## config.mk

```make
export PLATFORM = sky130hd
export DESIGN_NAME = mmio_uart_tx
export DESIGN_NICKNAME = d
export VERILOG_FILES = /design/src/rtl/uart_pkg.sv /design/src/rtl/sync_fifo.sv /design/src/rtl/mmio_uart_tx.sv
export SDC_FILE = /design/constraint.sdc
export NUM_CORES = 1
export LEC_CHECK = 0
export ABC_AREA = 1
export ABC_CLOCK_PERIOD_IN_PS = 7100
export CAP_MARGIN = 5
export CORE_MARGIN = 2
export CORE_UTILIZATION = 50
export CTS_BUF_LIST = sky130_fd_sc_hd__clkbuf_4
export DETAILED_ROUTE_END_ITERATION = 10
export GPL_TIMING_DRIVEN = 0
export PLACE_DENSITY_LB_ADDON = 0.08
export SYNTH_ARGS = -nofsm -noshare
export SYNTH_HDL_FRONTEND = slang
export SYNTH_SLANG_ARGS = --single-unit
```

## constraint.sdc

```tcl
create_clock -name clk -period 7.1 [get_ports clk]
set_clock_uncertainty 0.05 [all_clocks]
set_input_delay 2.13 -clock clk [delete_from_list [all_inputs] [get_ports clk]]
set_output_delay 2.13 -clock clk [all_outputs]
set_load 0.05 [all_outputs]
```

## src/rtl/uart_pkg.sv

```systemverilog
// Shared definitions for the memory-mapped UART transmitter: register map,
// STATUS bit layout and the transmit state encoding.
package uart_pkg;

    // Register indices, selected by addr[3:2]
    localparam logic [1:0] IDX_TXDATA = 2'd0;
    localparam logic [1:0] IDX_STATUS = 2'd1;

    // STATUS bit positions
    localparam int unsigned ST_FULL_BIT  = 0;
    localparam int unsigned ST_EMPTY_BIT = 1;
    localparam int unsigned ST_BUSY_BIT  = 2;
    localparam int unsigned ST_OVF_BIT   = 3;

    // Transmit FSM states
    typedef enum logic [1:0] {
        S_IDLE  = 2'd0,
        S_START = 2'd1,
        S_DATA  = 2'd2,
        S_STOP  = 2'd3
    } tx_state_t;

endpackage

```

## src/rtl/sync_fifo.sv

```systemverilog
// Single-clock FIFO. A push into a full FIFO is accepted only when a pop
// happens in the same cycle; otherwise it is dropped and left to the caller
// to flag.
module sync_fifo #(
    parameter int unsigned WIDTH = 8,
    parameter int unsigned DEPTH = 4
) (
    input  logic                     clk,
    input  logic                     reset,
    input  logic                     push,
    input  logic                     pop,
    input  logic [WIDTH-1:0]         din,
    output logic [WIDTH-1:0]         dout,
    output logic                     full,
    output logic                     empty,
    output logic [$clog2(DEPTH):0]   count
);

    localparam int unsigned AW = $clog2(DEPTH);
    localparam logic [AW:0] FULL_CNT = (AW+1)'(DEPTH);

    logic [WIDTH-1:0] mem [DEPTH];
    logic [AW-1:0]    wr_ptr;
    logic [AW-1:0]    rd_ptr;
    logic             do_push;
    logic             do_pop;

    assign full    = (count == FULL_CNT);
    assign empty   = (count == '0);
    assign do_pop  = pop & ~empty;
    assign do_push = push & (~full | do_pop);
    assign dout    = mem[rd_ptr];

    // Storage array: written on every accepted push
    always_ff @(posedge clk) begin
        if (do_push)
            mem[wr_ptr] <= din;
    end

    // Pointers and occupancy; pointers wrap naturally since DEPTH is a power of two
    always_ff @(posedge clk) begin
        if (!reset) begin
            wr_ptr <= '0;
            rd_ptr <= '0;
            count  <= '0;
        end else begin
            if (do_push)
                wr_ptr <= wr_ptr + 1'b1;
            if (do_pop)
                rd_ptr <= rd_ptr + 1'b1;
            case ({do_push, do_pop})
                2'b10:   count <= count + 1'b1;
                2'b01:   count <= count - 1'b1;
                default: count <= count;
            endcase
        end
    end

endmodule

```

## src/rtl/mmio_uart_tx.sv

```systemverilog
// Memory-mapped 8N1 UART transmitter: register decode, STATUS/overflow
// tracking, a TX FIFO and the serialising state machine.
module mmio_uart_tx
    import uart_pkg::*;
#(
    parameter logic [31:0] BASE_ADDR    = 32'h1000_0000,
    parameter int unsigned CLKS_PER_BIT = 16,
    parameter int unsigned FIFO_DEPTH   = 4
) (
    input  logic        clk,
    input  logic        reset,
    input  logic [31:0] addr,
    input  logic        MemWrite,
    input  logic [31:0] writedata,
    output logic        sel,
    output logic [31:0] rdata,
    output logic        tx,
    output logic        irq
);

    localparam int unsigned BW = $clog2(CLKS_PER_BIT);
    localparam logic [BW-1:0] BAUD_LAST = BW'(CLKS_PER_BIT - 1);

    tx_state_t state;
    tx_state_t state_nxt;

    logic [1:0]    idx;
    logic          push;
    logic          pop;
    logic          ovf_set;
    logic          ovf_clr;
    logic          overflow;
    logic          busy;
    logic          fifo_full;
    logic          fifo_empty;
    logic [7:0]    fifo_dout;
    logic [$clog2(FIFO_DEPTH):0] fifo_count;
    logic [7:0]    shift;
    logic [BW-1:0] baud;
    logic [2:0]    bit_idx;
    logic          baud_done;
    logic          unused;

    assign sel       = (addr[31:4] == BASE_ADDR[31:4]);
    assign idx       = addr[3:2];
    assign push      = sel & MemWrite & (idx == IDX_TXDATA);
    assign ovf_clr   = sel & MemWrite & (idx == IDX_STATUS) & writedata[3];
    assign pop       = (state == S_IDLE) & ~fifo_empty;
    assign ovf_set   = push & fifo_full & ~pop;
    assign baud_done = (baud == BAUD_LAST);
    assign irq       = fifo_empty & (state == S_IDLE);
    assign unused    = ^{addr[1:0], writedata[31:8], fifo_count};

    sync_fifo #(
        .WIDTH (8),
        .DEPTH (FIFO_DEPTH)
    ) u_fifo (
        .clk   (clk),
        .reset (reset),
        .push  (push),
        .pop   (pop),
        .din   (writedata[7:0]),
        .dout  (fifo_dout),
        .full  (fifo_full),
        .empty (fifo_empty),
        .count (fifo_count)
    );

    // Sticky overflow flag; a drop in the same cycle as a clear wins
    always_ff @(posedge clk) begin
        if (!reset)
            overflow <= 1'b0;
        else if (ovf_set)
            overflow <= 1'b1;
        else if (ovf_clr)
            overflow <= 1'b0;
    end

    // State register
    always_ff @(posedge clk) begin
        if (!reset)
            state <= S_IDLE;
        else
            state <= state_nxt;
    end

    // Datapath: shift register, baud counter and bit index
    always_ff @(posedge clk) begin
        if (!reset) begin
            shift   <= '0;
            baud    <= '0;
            bit_idx <= '0;
        end else begin
            case (state)
                S_IDLE: begin
                    if (pop) begin
                        shift   <= fifo_dout;
                        baud    <= '0;
                        bit_idx <= '0;
                    end
                end
                S_DATA: begin
                    if (baud_done) begin
                        baud    <= '0;
                        shift   <= {1'b0, shift[7:1]};
                        bit_idx <= bit_idx + 1'b1;
                    end else begin
                        baud <= baud + 1'b1;
                    end
                end
                default: baud <= baud_done ? '0 : baud + 1'b1;
            endcase
        end
    end

    // Next-state logic
    always_comb begin
        state_nxt = state;
        case (state)
            S_IDLE:  if (!fifo_empty) state_nxt = S_START;
            S_START: if (baud_done) state_nxt = S_DATA;
            S_DATA:  if (baud_done && bit_idx == 3'd7) state_nxt = S_STOP;
            S_STOP:  if (baud_done) state_nxt = S_IDLE;
            default: state_nxt = S_IDLE;
        endcase
    end

    // Line and busy outputs decoded from the state
    always_comb begin
        tx   = 1'b1;
        busy = (state != S_IDLE);
        case (state)
            S_START: tx = 1'b0;
            S_DATA:  tx = shift[0];
            default: tx = 1'b1;
        endcase
    end

    // Combinational register read
    always_comb begin
        rdata = '0;
        if (sel && idx == IDX_STATUS) begin
            rdata[ST_FULL_BIT]  = fifo_full;
            rdata[ST_EMPTY_BIT] = fifo_empty;
            rdata[ST_BUSY_BIT]  = busy;
            rdata[ST_OVF_BIT]   = overflow;
        end
    end

endmodule

```

==> flow_summary.json, run 1 <==
{
  "status": "finished clean",
  "ctsHoldBuffers": 0,
  "finalHoldViolCount": 0,
  "antenna_found_initial": 0,
  "layout_common_cells": "47 x clkdlybuf4s50_1, 46 x nor2_1, 34 x nand2_1, 32 x edfxtp_1",
  "finalCriticalPeriod_ns": 6.38,
  "clk_path_buf_depth": 2,
  "clkSinkCount": 59,
  "vdd_drop_max_mv": 0.206,
  "worst_pin_slew_ns": 0.784,
  "critPathMaxStageDelay_ns": 0.85,
  "critical_path_depth": 8,
  "globalRouteOverflowTotal": 0,
  "postCtsSetupBuffers": 0,
  "core_um2": 5570,
  "worstSetupPathType": "in -> out",
  "clock_latency_ns": 0.40,
  "powerDensity_nw_per_um2": 291,
  "place_area_um2": 3580,
  "drtIter0Drc": 120,
  "synth-main-ff-cell": "edfxtp_1",
  "grt-busiest-layer": "met2",
  "row_count": 27,
  "antenna_left": 0,
  "io_buffers": 47,
  "end_kind": "output port",
  "holdPathStages": 2,
  "layout_commonest_cell": "clkdlybuf4s50_1",
  "dr.pass1.iters": 4,
  "yosys_warnings": 0,
  "ctsResizeCount": 0,
  "routed_via_density": 4.76,
  "maxSlewHeadroom": 0.475,
  "nets": 482,
  "hpwl_um": 4070,
  "die_h_um": 80.4,
  "remaining_drc_errors": 0,
  "wl_um": 5550,
  "met3_usage": 0.0506,
  "fin_area_um2": 3760,
  "fp.dieW_um": 80.4,
  "first_global_vias": 2156,
  "setup_viol": 0,
  "critPathTopFamily": "buffers and inverters",
  "wire_per_inst_um": 11.6,
  "htree_levels": 3,
  "grt_pass1_wl_um": 9160,
  "gp_congestion": 0.706,
  "clkSlewWorstSetupHoldPaths_ns": 0.09,
  "cts_tree": "yes",
  "vias": 2277,
  "critPathSlowestCell": "clkdlybuf4s50_1",
  "numCtsBuffers": 9,
  "met2_usage": 0.332,
  "initial_core_util": 0.524,
  "critical_path.cell_chain": "clkdlybuf4s50_1 > or2_1 > nor2_2 > nand2_2 > nor2_8 > nand2_2 > nor4_1 > clkdlybuf4s50_1",
  "max-cap-violations": 0,
  "area_growth_pct": 28.8,
  "fin_tns_setup_ns": 0,
  "required_ns": 4.92,
  "critPathBufInv": 2,
  "ys_seq_elements": 59,
  "worstSetupStartpointType": "input pin",
  "grt_max_degree": 11,
  "dieArea_um2": 6470,
  "diodes": 0,
  "seq_area_frac_synth": 0.514,
  "reg2regPathDepth": 12,
  "leakage_nw": 1.59,
  "syn_inst": 316,
  "final_util": 0.675,
  "root_buffer": "clkbuf_4",
  "critPathMaxFanout": 6,
  "hold_path_class": "reg -> reg",
  "finalMaxSlewViolations": 0,
  "synth_cell_types": 34,
  "rsz0062_at_grt": "no",
  "finalCritPeriodShare": 0.899,
  "io_pins": 102,
  "drive_gt1_frac": 0.138,
  "avgSynthCellArea_um2": 9.25,
  "cp.arrival_ns": 4.20,
  "synth_area_um2": 2920,
  "max_clock_freq_ghz": 0.157,
  "grt_use_met1": 0.216,
  "grt_use_total": 0.191,
  "async_flop_share": 0,
  "synth-edff-count": 32
}
-- power breakdown --
| group | internal [W] | total [W] | switching, W | leakage [nW] |
|---|---|---|---|---|
| Combinational | 0.000137 | 0.000375 | 0.000238 | 0.984 |
| Sequential | 0.000395 | 0.000421 | 0.0000266 | 0.508 |
| Clock | 0.000180 | 0.000299 | 0.000119 | 0.0978 |
| Total | 0.000711 | 0.00110 | 0.000384 | 1.59 |
-- sequential cells by signal, summed over array words and instances (netlist names), named ones only --
name	flops
baud	4
bit_idx	3
overflow	1
shift	8
state	2
u_fifo.count	3
u_fifo.mem	32
u_fifo.rd_ptr	2
u_fifo.wr_ptr	2
-- layer usage --
layer	share of wire	vias to the layer above
li1	-	1186
met1	0.43	1004
met2	0.48	79
met3	0.071	8
met4	0.019	0
met5	0	-
-- kinds of logic (layout without fill, tap and decap cells) --
| logic type | count (synthesis) | count (layout) | synth area share |
|---|---|---|---|
| AOI/OAI and AO/OA | 74 | 74 | 0.132 |
| xor gates and xnor gates | 2 | 2 | 0.00600 |
| adders and majority gates | 14 | 14 | 0.0625 |
| buffers and inverters | 63 | 126 | 0.122 |
| DFF | 59 | 59 | 0.514 |
| other | 1 | 28 | 0.00128 |
| and+or+nand+nor | 103 | 103 | 0.162 |
-- worst register-to-register path: cells and delay by family (launching register included) --
family | cells | cell delay [ns]
AND/OR/NAND/NOR | 2 | 0.41
adder cells (fa/ha/maj) | 3 | 0.80
buffers and inverters | 3 | 0.36
AO/OA/AOI/OAI | 4 | 0.45
flip-flops | 1 | 0.39
-- Yosys cell counts (3+ instances only) --
master | number | area (µm²)
ha_1 | 13 | 163
nand2_1 | 34 | 128
edfxtp_1 | 32 | 961
o21ai_0 | 29 | 145
nor2_1 | 46 | 173
o21ai_1 | 7 | 35.0
o22ai_1 | 7 | 43.8
buf_4 | 29 | 218
inv_1 | 26 | 97.6
nand3_1 | 6 | 30.0
dfxtp_1 | 27 | 541
a21oi_1 | 29 | 145
clkbuf_1 | 3 | 11.3
buf_2 | 3 | 15.0
-- through the flow --
step / total power (W) / setup slack, ns / std cells / hold slack (ns)
after floorplan: 0.000702 / 0.552 / 343 / 0.386
after global placement: 0.000794 / 0.700 / 462 / 0.399
after detailed placement: 0.000802 / 0.686 / 462 / 0.401
after CTS: 0.00110 / 0.698 / 478 / 0.423
after global routing: 0.00117 / 0.535 / 478 / 0.450
final: 0.00110 / 0.716 / 478 / 0.420
-- path summary, 6_finish.rpt --
kind | startpoint | to | slack [ns]
min | shift[7] | shift[7] | 0.42
max reg2reg | state[0] | u_fifo.count[2] | 4.54
max | addr[31] | rdata[1] | 0.72
min reg2reg | shift[7] | shift[7] | 0.42
-- final cells by class --
cell class              instances  area (µm²)
fillers                       474        1810
flip-flops and latches         59        1500
multi-input cells             221        1160
repair buffers                 47         470
plain buffers                  36         255
clock inverters                 6         104
inverters                      27         101
well taps                      72        90.1
clock buffers                  10        75.1
Note: power is estimated with default switching activity, not from simulation.
==> run 2: changes to the inputs <==
ABC_CLOCK_PERIOD_IN_PS = 5200   (was 7100)
CAP_MARGIN = default   (was 5)
CORE_UTILIZATION = 42   (was 50)
clock period = 5.2 ns   (was 7.1 ns; I/O delays follow)
==> run 2 against run 1 <==
Sequential share of layout area increased by 0.053 points. Routed wire length increased by 0.56%. Register-to-register slack got worse by 1.9 ns. First-iteration DRC count is 23% lower. Final cell count up 1.7%. Worst hold slack worse by 0.0050 ns. Die area grew 18%. Sequential power grew 37%. Count of clock-buffer cells in the layout rose by 1. Global-route usage is 3.2 points lower.
==> flow_summary.json, run 2 (synthesized netlist as in run 1, its figures left out) <==
{
  "status": "finished clean",
  "grt_max_degree": 12,
  "layout_commonest_cell": "nor2_1",
  "finalHoldViolCount": 0,
  "leakage_nw": 1.62,
  "fillCellCount": 648,
  "vias": 2262,
  "drive_gt1_frac": 0.138,
  "nets": 482,
  "cts_tree": "yes",
  "critPathMaxFanout": 6,
  "ff2ff_setup_slack_ns": 2.65,
  "numCtsBuffers": 9,
  "diodes": 0,
  "fin_tns_setup_ns": 0,
  "clock_power_share": 0.253,
  "dieArea_um2": 7640,
  "switching_share": 0.361,
  "initial_core_util": 0.432,
  "combinationalPowerShare": 0.351,
  "reg_top3": "u_fifo.mem: 32 flops, shift: 8 flops, baud: 4 flops",
  "maxSlewHeadroom": 0.447,
  "fp.dieW_um": 87.4,
  "remaining_drc_errors": 0,
  "max_clock_freq_ghz": 0.202,
  "clkSinkCount": 59,
  "root_buffer": "clkbuf_4",
  "worstSetupPathType": "in -> out",
  "switchingPower_w": 0.000525,
  "first_global_vias": 2103,
  "die_h_um": 87.4,
  "wl_um": 5580,
  "layout_common_cells": "46 x nor2_1, 43 x clkdlybuf4s50_1, 34 x nand2_1, 32 x edfxtp_1",
  "finalMaxSlewViolations": 0,
  "rsz0062_at_grt": "no",
  "worstSetupStartpointType": "input pin",
  "largest_register_ffs": 32,
  "grt_pass1_wl_um": 9160,
  "clk_path_buf_depth": 2,
  "hold_path_class": "reg -> reg",
  "core_um2": 6760,
  "clock_latency_ns": 0.39,
  "top_register": "u_fifo.mem",
  "hpwl_um": 4100,
  "antenna_found_initial": 0,
  "p_int_w": 0.000928,
  "area_growth_pct": 28.6,
  "grt_use_total": 0.159,
  "powerDensity_nw_per_um2": 387,
  "gp_congestion": 0.804,
  "htree_levels": 3,
  "wire_per_inst_um": 11.5,
  "worst_pin_slew_ns": 0.827,
  "finalCritPeriodShare": 0.954,
  "final_util": 0.556,
  "routed_via_density": 4.65,
  "max-cap-violations": 0,
  "vdd_drop_max_mv": 0.145,
  "setup_viol": 0,
  "required_ns": 3.59,
  "dr.pass1.iters": 4,
  "antenna_left": 0,
  "cp.arrival_ns": 3.35,
  "finalCriticalPeriod_ns": 4.96,
  "io_buffers": 47,
  "clkSlewWorstSetupHoldPaths_ns": 0.09,
  "row_count": 30,
  "io_pins": 102,
  "end_kind": "output port",
  "seq_power_share": 0.396,
  "globalRouteOverflowTotal": 0,
  "drtIter0Drc": 92
}
[run 2: changes by cell type in the layout (fill, tap and decap cells not counted), sizes merged]
cell,previous run,this run
clkdlybuf4s50,47,43
clkbuf,13,14
clkinvlp,0,2
dlymetal6s2s,0,2
clkinv,3,1
bufinv,3,2
dlygate4sd2,0,2
[run 2: layer usage]
layer,part of all wire,GRT usage,vias up
li1,-,-,1180
met3,0.070,0.0512,4
met5,0,0,-
met4,0.0063,0.0545,0
met2,0.47,0.271,78
met1,0.45,0.187,1000
[run 2: worst paths after layout]
check / to / depth (start not counted) / startpoint
worst min-delay path: flip-flop / 2 / u_fifo.rd_ptr[1]
worst min register to register: flip-flop / 2 / u_fifo.rd_ptr[1]
worst max-delay path: rdata[0] / 8 / addr[31]
worst max register to register: u_fifo.count[2] / 12 / state[0]
[run 2: area by class of cell]
cell class	instances	area, µm²	area share
flip-flops and latches	59	1500	0.400
multi-input cells	221	1160	0.310
repair buffers	47	473	0.126
plain buffers	36	255	0.0679
inverters	27	101	0.0270
well taps	80	100	0.0266
clock buffers	11	82.6	0.0220
clock inverters	5	78.8	0.0210
[run 2: worst max-delay path: stages]
cell and delay (ns):
clkdlybuf4s50_1 0.39, or2_1 0.23, nor2_2 0.09, nand2_2 0.09, nor2_8 0.16, nand2_2 0.10, nor4_1 0.18, dlygate4sd2_1 0.56
[run 2: repair_timing]
item	4_1_cts	5_1_grt
gates cloned	0	0
setup endpoints to repair	2	2
hold buffers	0	0
resized for setup	2	2
pin swaps	0	0
buffers inserted	0	0
[run 2: power groups by stage]
stage          clock, W  combinational, W  sequential, W
2_1_floorplan         0          0.000383       0.000577
3_3_place_gp          0          0.000504       0.000584
3_5_place_dp          0          0.000509       0.000584
4_1_cts        0.000378          0.000511       0.000574
5_1_grt        0.000396          0.000579       0.000581
6_report       0.000368          0.000510       0.000575
[run 2: through the flow]
step	hold WS, ns	area, µm²	power, W	setup slack [ns]	cells
floorplan	0.386	3020	0.000959	-0.208	343
global placement	0.400	3590	0.00109	-0.0902	470
detailed placement	0.404	3590	0.00109	-0.101	470
CTS	0.417	3750	0.00146	0.00202	486
global route	0.442	3760	0.00156	0.0454	486
finish	0.415	3760	0.00145	0.238	486
==> run 3: changes to the inputs <==
ABC_AREA = default   (was 1)
ABC_CLOCK_PERIOD_IN_PS = 6050   (was 5200)
CORE_UTILIZATION = 51   (was 42)
clock period = 6.05 ns   (was 5.2 ns; I/O delays follow)
==> run 3 against run 2 <==
Combinational power fell by 82%. Sequential power fell by 27%. Synthesized cell count shrank 22%. Final cell count is 16% lower. Global-route usage is 1.1 points higher. Routed wire length decreased by 6.9%. Critical path type unchanged.
==> flow_summary.json, run 3 <==
{
  "status": "finished clean",
  "cp.arrival_ns": 3.91,
  "holdPathStages": 2,
  "initial_core_util": 0.537,
  "first_global_vias": 1872,
  "switching_share": 0.244,
  "clkSlewWorstSetupHoldPaths_ns": 0.08,
  "max-cap-violations": 0,
  "antenna_left": 0,
  "synth-edff-count": 32,
  "cts_tree": "yes",
  "wire_per_inst_um": 12.8,
  "grt_use_met1": 0.201,
  "critPathTopFamily": "simple AND/OR/NAND/NOR gates",
  "switchingPower_w": 0.000189,
  "setup_ws_ns": 0.275,
  "leakage_nw": 1.48,
  "routed_via_density": 4.93,
  "htree_levels": 3,
  "powerDensity_nw_per_um2": 204,
  "avgSynthCellArea_um2": 12.3,
  "drive_gt1_frac": 0.212,
  "die_h_um": 80.8,
  "clock_latency_ns": 0.39,
  "row_count": 27,
  "synth_area_um2": 3010,
  "setup_viol": 0,
  "dr.pass1.iters": 5,
  "synth.most_common_cell": "edfxtp_1",
  "finalCriticalPeriod_ns": 5.77,
  "total_power_w": 0.000776,
  "numCtsBuffers": 9,
  "critPathBufInv": 2,
  "yosys-top-cells-count": "32 x edfxtp_1, 28 x buf_4, 27 x dfxtp_1",
  "post-place-ws_ns": -0.0121,
  "grt-busiest-layer": "met2",
  "end_kind": "output port",
  "io_buffers": 47,
  "vias": 2005,
  "vdd_drop_max_mv": 0.160,
  "ys_seq_elements": 59,
  "clkSinkCount": 59,
  "reg_top3": "u_fifo.mem: 32 flops, shift: 8 flops, baud: 4 flops",
  "synth-main-ff-cell": "edfxtp_1",
  "met2_usage": 0.297,
  "remaining_drc_errors": 0,
  "finalNonFillerCells": 407,
  "max_clock_freq_ghz": 0.173,
  "postCtsSetupBuffers": 0,
  "critPathMaxStageDelay_ns": 0.54,
  "yosys_warnings": 0,
  "dp.cells": 391,
  "final_util": 0.679,
  "worst_pin_slew_ns": 0.568,
  "clk_path_buf_depth": 2,
  "hold_path_class": "reg -> reg",
  "area_growth_pct": 26.6,
  "layout_commonest_cell": "clkdlybuf4s50_1",
  "synth_top_area_cell": "edfxtp_1",
  "gp_congestion": 0.749,
  "grt_use_total": 0.170,
  "worstSetupPathType": "in -> out",
  "nets": 411,
  "rsz0062_at_grt": "no",
  "fin_tns_setup_ns": 0,
  "syn_inst": 245,
  "p_int_w": 0.000587,
  "critPathSlowestCell": "dlygate4sd2_1",
  "seq_power_share": 0.543,
  "synth.area.top_cells": "edfxtp_1 32%, dfxtp_1 18%, buf_4 7.0%",
  "worstSetupStartpointType": "input pin",
  "finalMaxSlewViolations": 0,
  "seq_area_frac_synth": 0.499,
  "core_um2": 5610,
  "finalHoldViolCount": 0,
  "grt_max_degree": 11,
  "hpwl_um": 4030,
  "synth_top_area_share": 0.319,
  "critPathMaxFanout": 7,
  "finalCritPeriodShare": 0.955,
  "maxSlewHeadroom": 0.622,
  "top_register": "u_fifo.mem",
  "root_buffer": "clkbuf_4",
  "reg2regPathDepth": 13,
  "antenna_found_initial": 0,
  "fp.dieW_um": 80.8,
  "ctsHoldBuffers": 0,
  "wl_um": 5200,
  "async_flop_share": 0,
  "required_ns": 4.18,
  "clock_power_share": 0.337,
  "io_pins": 102,
  "combinationalPowerShare": 0.120,
  "ff2ff_setup_slack_ns": 3.09,
  "diodes": 0,
  "critical_path_depth": 6,
  "globalRouteOverflowTotal": 0,
  "met3_usage": 0.0678,
  "dieArea_um2": 6530,
  "grt_pass1_wl_um": 8360,
  "layout_common_cells": "43 x clkdlybuf4s50_1, 32 x edfxtp_1, 28 x buf_4, 28 x conb_1, 27 x dfxtp_1",
  "synth_cell_types": 44,
  "critical_path.cell_chain": "clkdlybuf4s50_1 > nor4_4 > nand4_4 > nor4_2 > and4_1 > dlygate4sd2_1",
  "largest_register_ffs": 32,
  "drtIter0Drc": 55
}
run 3: changes by cell type after synthesis, moves of 6 or more:
cell | before | now
a21oi_1 | 29 | 20
and2_1 | 0 | 6
inv_1 | 26 | 11
mux2i_1 | 0 | 10
mux4_2 | 0 | 8
nand2_1 | 34 | 7
nand2b_1 | 0 | 6
nor2_1 | 46 | 10
o21ai_0 | 29 | 10
o21ai_1 | 7 | 0
o22ai_1 | 7 | 0
run 3: final cells by class:
type	count	area [µm²]
Buffer	37	249
Tap cell	72	90.1
Multi-Input combinational cell	165	1320
Clock inverter	6	56.3
Timing Repair Buffer	47	477
Sequential cell	59	1500
Clock buffer	10	75.1
Inverter	11	41.3
Fill cell	452	1800
run 3: worst reg2reg max path, cell delays in order (launching register included):
cell     delay [ns]
dfxtp_1        0.39
inv_1          0.10
ha_1           0.24
buf_2          0.19
nor4b_1        0.33
or2_2          0.23
nor4_4         0.06
inv_1          0.06
ha_1           0.18
inv_1          0.06
fa_1           0.37
xor2_1         0.16
or3_1          0.31
a21oi_1        0.15
run 3: power by group through the flow:
stage                     combinational, W  sequential, W  clock [W]
final                            0.0000931       0.000421   0.000262
after global routing             0.0000980       0.000421   0.000286
after CTS                        0.0000927       0.000421   0.000269
after detailed placement         0.0000926       0.000430          0
after global placement           0.0000918       0.000430          0
after floorplan                  0.0000586       0.000430          0
run 3: layer usage:
layer / wire [µm] / vias up
li1: - / 1007
met1: 2190 / 943
met2: 2690 / 51
met3: 280 / 4
met4: 32 / 0
met5: 0 / -
run 3: worst paths after layout:
check	start	to
max	addr[13]	rdata[0]
min	shift[7]	shift[7]
max reg2reg	state[0]	u_fifo.count[2]
min reg2reg	shift[7]	shift[7]
run 3: kinds of logic (layout without fill, tap and decap cells):
kind of cell | Yosys count | after routing | share of synthesized area
AND/OR/NAND/NOR | 63 | 63 | 0.165
buffers and inverters | 48 | 111 | 0.0965
flip-flops | 59 | 59 | 0.499
other | 1 | 28 | 0.00125
multiplexers | 18 | 18 | 0.0931
adder cells (fa/ha/maj) | 14 | 14 | 0.0607
XOR/XNOR | 4 | 4 | 0.0116
AO/OA/AOI/OAI | 38 | 38 | 0.0728
run 3: metrics by stage:
stage	area, µm²	hold slack [ns]
3_5_place_dp	3670	0.422
5_1_grt	3810	0.460
2_1_floorplan	3110	0.399
4_1_cts	3800	0.436
3_3_place_gp	3670	0.408
6_report	3810	0.440
run 3: repair_timing:
item,4_1_cts,5_1_grt
endpoints found under the setup margin,1,3
cloned,0,0
resized for setup,1,3
